==> src/rtl/sub_serial.sv <==
// Bit-serial N-bit subtractor, LSB first, one bit per clock.
// D = (A - B - Bi) mod 2^N with registered borrow-out and start/done handshake.
module sub_serial #(
  parameter int N = 8
) (
  input  logic         clk,
  input  logic         rst,
  input  logic         start,
  input  logic [N-1:0] A,
  input  logic [N-1:0] B,
  input  logic         Bi,
  output logic [N-1:0] D,
  output logic         Bout,
  output logic         busy,
  output logic         done
);

  localparam int CW = $clog2(N);

  typedef enum logic [1:0] {
    IDLE,
    SHIFT,
    DONE
  } state_t;

  state_t         state_q, state_d;
  logic [N-1:0]   a_sr_q, a_sr_d;
  logic [N-1:0]   b_sr_q, b_sr_d;
  logic [N-1:0]   r_sr_q, r_sr_d;
  logic [N-1:0]   d_q, d_d;
  logic [CW-1:0]  cnt_q, cnt_d;
  logic           br_q, br_d;
  logic           bout_q, bout_d;
  logic           busy_q, busy_d;
  logic           done_q, done_d;

  logic a0, b0, dbit, br_nxt;

  // 1-bit full-subtractor cell
  assign a0     = a_sr_q[0];
  assign b0     = b_sr_q[0];
  assign dbit   = a0 ^ b0 ^ br_q;
  assign br_nxt = (~a0 & b0) | (~(a0 ^ b0) & br_q);

  always_comb begin
    state_d = state_q;
    a_sr_d  = a_sr_q;
    b_sr_d  = b_sr_q;
    r_sr_d  = r_sr_q;
    d_d     = d_q;
    cnt_d   = cnt_q;
    br_d    = br_q;
    bout_d  = bout_q;
    busy_d  = busy_q;
    done_d  = done_q;
    unique case (state_q)
      IDLE, DONE: begin
        done_d  = 1'b0;
        state_d = IDLE;
        if (start) begin
          a_sr_d  = A;
          b_sr_d  = B;
          br_d    = Bi;
          cnt_d   = '0;
          busy_d  = 1'b1;
          state_d = SHIFT;
        end
      end
      SHIFT: begin
        a_sr_d = a_sr_q >> 1;
        b_sr_d = b_sr_q >> 1;
        r_sr_d = {dbit, r_sr_q[N-1:1]};
        br_d   = br_nxt;
        cnt_d  = cnt_q + CW'(1);
        if (cnt_q == CW'(N - 1)) begin
          d_d     = {dbit, r_sr_q[N-1:1]};
          bout_d  = br_nxt;
          busy_d  = 1'b0;
          done_d  = 1'b1;
          state_d = DONE;
        end
      end
      default: state_d = IDLE;
    endcase
  end

  always_ff @(posedge clk or posedge rst) begin
    if (rst) begin
      state_q <= IDLE;
      a_sr_q  <= '0;
      b_sr_q  <= '0;
      r_sr_q  <= '0;
      d_q     <= '0;
      cnt_q   <= '0;
      br_q    <= 1'b0;
      bout_q  <= 1'b0;
      busy_q  <= 1'b0;
      done_q  <= 1'b0;
    end else begin
      state_q <= state_d;
      a_sr_q  <= a_sr_d;
      b_sr_q  <= b_sr_d;
      r_sr_q  <= r_sr_d;
      d_q     <= d_d;
      cnt_q   <= cnt_d;
      br_q    <= br_d;
      bout_q  <= bout_d;
      busy_q  <= busy_d;
      done_q  <= done_d;
    end
  end

  assign D    = d_q;
  assign Bout = bout_q;
  assign busy = busy_q;
  assign done = done_q;

endmodule

==> config.mk <==
export PLATFORM = sky130hd
export DESIGN_NAME = sub_serial
export DESIGN_NICKNAME = d
export VERILOG_FILES = /design/src/rtl/sub_serial.sv
export SDC_FILE = /design/constraint.sdc
export NUM_CORES = 1
export LEC_CHECK = 0
export ABC_AREA = 1
export ABC_CLOCK_PERIOD_IN_PS = 1550
export BUFFER_PORTS_ARGS = -buffer_cell sky130_fd_sc_hd__buf_2
export CELL_PAD_IN_SITES_DETAIL_PLACEMENT = 1
export CELL_PAD_IN_SITES_GLOBAL_PLACEMENT = 1
export CORE_MARGIN = 3
export CORE_UTILIZATION = 28
export CTS_BUF_LIST = sky130_fd_sc_hd__clkbuf_4
export CTS_CLUSTER_SIZE = 20
export DETAILED_ROUTE_END_ITERATION = 8
export GPL_TIMING_DRIVEN = 0
export PLACE_DENSITY = 0.67
export SLEW_MARGIN = 20
export SYNTH_ARGS = -nofsm -noshare
export SYNTH_HDL_FRONTEND = slang
export SYNTH_SLANG_ARGS = --single-unit
export TNS_END_PERCENT = 5
==> constraint.sdc <==
create_clock -name clk -period 1.55 [get_ports clk]
set_clock_uncertainty 0.15 [all_clocks]
set_input_delay 0.31 -clock clk [delete_from_list [all_inputs] [get_ports clk]]
set_output_delay 0.31 -clock clk [all_outputs]
set_load 0.02 [all_outputs]
Word level (Yosys, flattened, before mapping)
Cells that the tools add are included.
W data, S select, Z words.

word-level totals
  input bits = 20
  output and inout bits = 11
  register bits = 41
  logic and storage cells = 46

cells by class
  $add $sub $neg = 1
  equality and inequality tests = 5
  reduce and logical (&&, ||, !) cells = 7
  mux-type cells = 16
  bitwise gates (word level) = 7

operators by type and width
  kind                   number
  $pmux W8 S2            2
  $mux W8                2
  $pmux W1 S2            3
  $pmux W3 S2            1
  $reduce_and A2 Y1      3
  $mux W1                5
  $ne A2 B2 Y1 const B   2
  $pmux W2 S2            1
  $add A3 B1 Y3 const B  1
  $eq A3 B3 Y1 const B   1
  $mux W3                1
  $reduce_and A3 Y1      1
  $and A1 B1 Y1          2
  $eq A2 B1 Y1 const B   1
  $eq A2 B2 Y1 const B   1
  $logic_not A2 Y1       1
  $mux W2                1
  $not A1 Y1             2
  $reduce_bool A2 Y1     1
  $reduce_or A2 Y1       1
  $xor A1 B1 Y1          2
  $or A1 B1 Y1           1

Depth between registers and ports, before layout
  depth in word-level cells = 5
  depth in mapped cells = 7
  gate-level depth less buffers = 7

Worst setup path before layout
No wires, ideal clock.

  path kind = flip-flop to flip-flop
  start = reg cnt_q[0]
  end = reg d_q[7] (netlist: D[7])
  stages on the path, launching flop included = 7
  required time = 1283 ps
  clock period less this slack = 1280 ps
  data arrival time = 1013 ps
  library setup time = 117 ps
  path buffers = 0
  path slack = 270 ps
  path through = dfrtp_1 -> ha_1 -> ha_1 -> inv_1 -> nor2_4 -> nand2_1 -> nand2_1

on the way
  cells in the longest elaborated chain, start to end = 2

RTL lines
  element                      line  source
  from (decl)                  31    logic [CW-1:0] cnt_q, cnt_d;
  from (signal assigned)       105   cnt_q <= cnt_d;
  $eq A3 B3 Y1                 75    if (cnt_q == CW'(N - 1)) begin
  $reduce_and A2 Y1 (no line)  --
  to (signal assigned)         93    d_q <= '0;
  to (signal assigned)         104   d_q <= d_d;
  to (decl)                    30    logic [N-1:0] d_q, d_d;

Every way passes these cells.
A chain may end at the register's enable or synchronous reset.

Worst setup path after layout
  start = reg state_q[0]
  end = reg d_q[2] (netlist: D[2])

on the way
  cells in the longest elaborated chain, start to end = 2

RTL lines
  element                      line  source
  from (decl)                  26    state_t state_q, state_d;
  from (signal assigned)       100   state_q <= state_d;
  $eq A2 B1 Y1                 56    unique case (state_q)
  $reduce_and A2 Y1 (no line)  --

Every way passes these cells.

==> impl_metrics.yaml <==
logic_synthesis:
  avgSynthCellArea_um2: 8.27
  yosysTopAreaCell: "dfrtp_1"
  yosysWarnings: 0
  synth.cell_area_mm2: 0.00186
  yosys-top-cells-count: "85 x nand2_1, 50 x nand3_1, 40 x dfrtp_1"
  synthesis.nets: 248
  synth_area_leaders: "dfrtp_1 54%, nand2_1 17%, nand3_1 13%, inv_1 4.6%, buf_6 2.4%"
  synth_cell_types: 15
  yosysMostFrequentCell: "nand2_1"
  synth-seq-area-share: 0.538
  ys_seq_elements: 40
  synth_cells: 225
  synth_top_area_frac: 0.538
  synth_edf_count: 0
  ys.flop_type: "dfrtp_1"
  ys_async_sr_fraction: 1.00
floorplan:
  die_w_um: 87.5
  ios: 31
  std_cell_rows: 29
  die_h_um: 87.5
  die_area_mm2: 0.00766
  initial_core_util: 0.291
  core-area_mm2: 0.00639
global_routing:
  grt_max_degree: 22
  grt_pass1_wl_um: 7770
  gr-max-usage-layer: "met2"
  first_global_vias: 1604
  grt_use_met1: 0.174
  antenna_found_initial: 0
  use_met3: 0.0284
  grt_overflow_total: 0
  grt_util_met2: 0.211
  grtUsageTotal: 0.132
finish:
  antenna_cells: 0
  fin_nets: 286
  final_cell_count_no_fill: 341
  fillerInstances: 791
  layout-drive-gt1-share: 0.212
  syn_to_final_growth_pct: 19.3
worst_setup_path:
  critical-path-top-delay-family: "simple AND/OR/NAND/NOR gates"
  critPathCaptureType: "register"
  required_ns: 1.66
  start_kind: "register"
  path_buf_inv: 3
  cpPeakStageDelay_ns: 0.36
  worstPathCellList: "buf_6, inv_4, nor2_4, nand2_2, buf_6, nand2_1, nand2_1"
  regToRegSetupSlack_ns: 0.14
  r2r-end: "D[2]"
  timing_worst_setup_path_type: "register to register"
  worstPathArrival_ns: 1.52
  ff2ff_path_depth: 7
  critPathMaxFanout: 10
  r2r-start: "state_q[0]"
  slowest_stage: "dfrtp_1"
sta:
  setup_tns_ns: 0
  period_needed_ns: 1.41
  finalMaxSlewViolations: 0
  hold_violations: 0
  tightest_slew_ns: 0.505
  maxClockFrequency_mhz: 710
  rsz0062_at_grt: "false"
  min_period_over_period: 0.909
  whs_ns: 0.0103
  slew_headroom: 0.663
  finalSetupViolations: 0
cts:
  tritoncts: "built"
  worstSkewPairLatency_ns: 0.36
  cts-buffers-inserted: 5
  clock-root-buffer: "clkbuf_4"
  cts-htree-levels: 2
  cts_buffer_depth: 2
  postCtsSetupBuffers: 0
  clock_sinks: 40
  path_clk_slew_ns: 0.12
routing:
  vias: 1570
  final_antenna_net_count: 0
  first_pass_iters: 4
  postRouteWirelength_um: 4460
  drt_iter0_drc: 62
  drc_errors: 0
  drt-wirelength-per-cell_um: 13.1
  viasPerCell: 4.60
placement:
  dp_cells: 332
  dp_hpwl_um: 3260
  place_congestion: 0.707
  io_buffers: 29
hold_path:
  holdPathStages: 3
  hp-class: "input pin to register"
  whs_endpoint: "a_sr_q[7]"
  min_from: "A[7]"
outcome:
  status: "complete, no violations"
pwr:
  power_density_mw_per_mm2: 1970
  leakage_nw: 1.24
  ir_drop_mv: 0.520
job:
  max_cap_violations: 0
worst max path at each step:
stage / from / end / slack [ns] / depth (start not counted)
CTS: state_q[0] / D[2] / 0.11 / 7
global route: cnt_q[0] / D[4] / 0.003 / 6
detailed placement: state_q[0] / D[5] / 0.12 / 7
global placement: rst / a_sr_q[4] / -0.43 / 2
floorplan: rst / Bout / 0.17 / 1
finish: state_q[0] / D[2] / 0.14 / 7
cell usage in the layout, fill, tap and decap left out:
cell           instances
buf_16                 1
buf_2                 37
buf_6                  4
bufinv_16              1
clkbuf_4               5
clkinv_1               1
clkinv_4               1
dfrtp_1               40
dlygate4sd3_1          1
fa_1                   1
ha_1                   2
inv_1                 22
inv_2                  2
inv_4                  1
nand2_1               85
nand2_2                2
nand3_1               50
nor2_1                 1
nor2_4                 2
o21ai_0                3
o21ai_1                2
where the power goes:
part,leakage [nW],switching (mW),internal [mW],total (mW)
Clock,0.0428,0.357,0.337,0.694
Sequential,0.503,0.263,1.51,1.77
Combinational,0.696,1.20,0.697,1.90
Total,1.24,1.82,2.54,4.36
stage by stage:
stage          worst slack [ns]  total power [mW]  utilization  area, um2
2_1_floorplan             0.172              3.15            -       1860
6_report                  0.142              4.36        0.348       2220
5_1_grt                 0.00281              4.81        0.348       2220
3_5_place_dp              0.123              3.74        0.333       2130
3_3_place_gp             -0.431              3.66        0.329       2100
4_1_cts                   0.108              4.46        0.348       2220
state kept, by name, summed over array words and instances, names as in the netlist:
signal	count
Bout	1
D	8
a_sr_q	8
b_sr_q	8
br_q	1
busy	1
cnt_q	3
done	1
r_sr_q	7
state_q	2
worst min-delay path: stages:
cell,delay [ns]
buf_2,0.07
nand2_1,0.04
nand2_1,0.05
cell families (layout without fill, tap and decap cells):
kind of cell / after synthesis / after routing / share of synthesized area
compound gates: 5 / 5 / 0.0134
fa+ha+maj: 3 / 3 / 0.0242
buf+inv: 37 / 76 / 0.0975
flops: 40 / 40 / 0.538
simple gates: 140 / 140 / 0.327
per-layer routing:
layer	part of all wire	wire [um]
met1	0.45	2030
met2	0.50	2240
met3	0.028	126
met4	0.015	66
met5	0	0
repair_timing:
action | 4_1_cts | 5_1_grt
resized for setup | 0 | 0
hold endpoints to repair | 20 | 0
hold buffers | 1 | 0
final cells by class:
class,count,area [um2],area share
well taps,77,96.3,0.0434
clock buffers,5,37.5,0.0169
flip-flops and latches,40,1000,0.451
repair buffers,31,183,0.0823
multi-input cells,148,678,0.306
clock inverters,3,42.5,0.0192
inverters,25,96.3,0.0434
plain buffers,12,85.1,0.0383
Note: power is estimated with default switching activity, not from simulation.
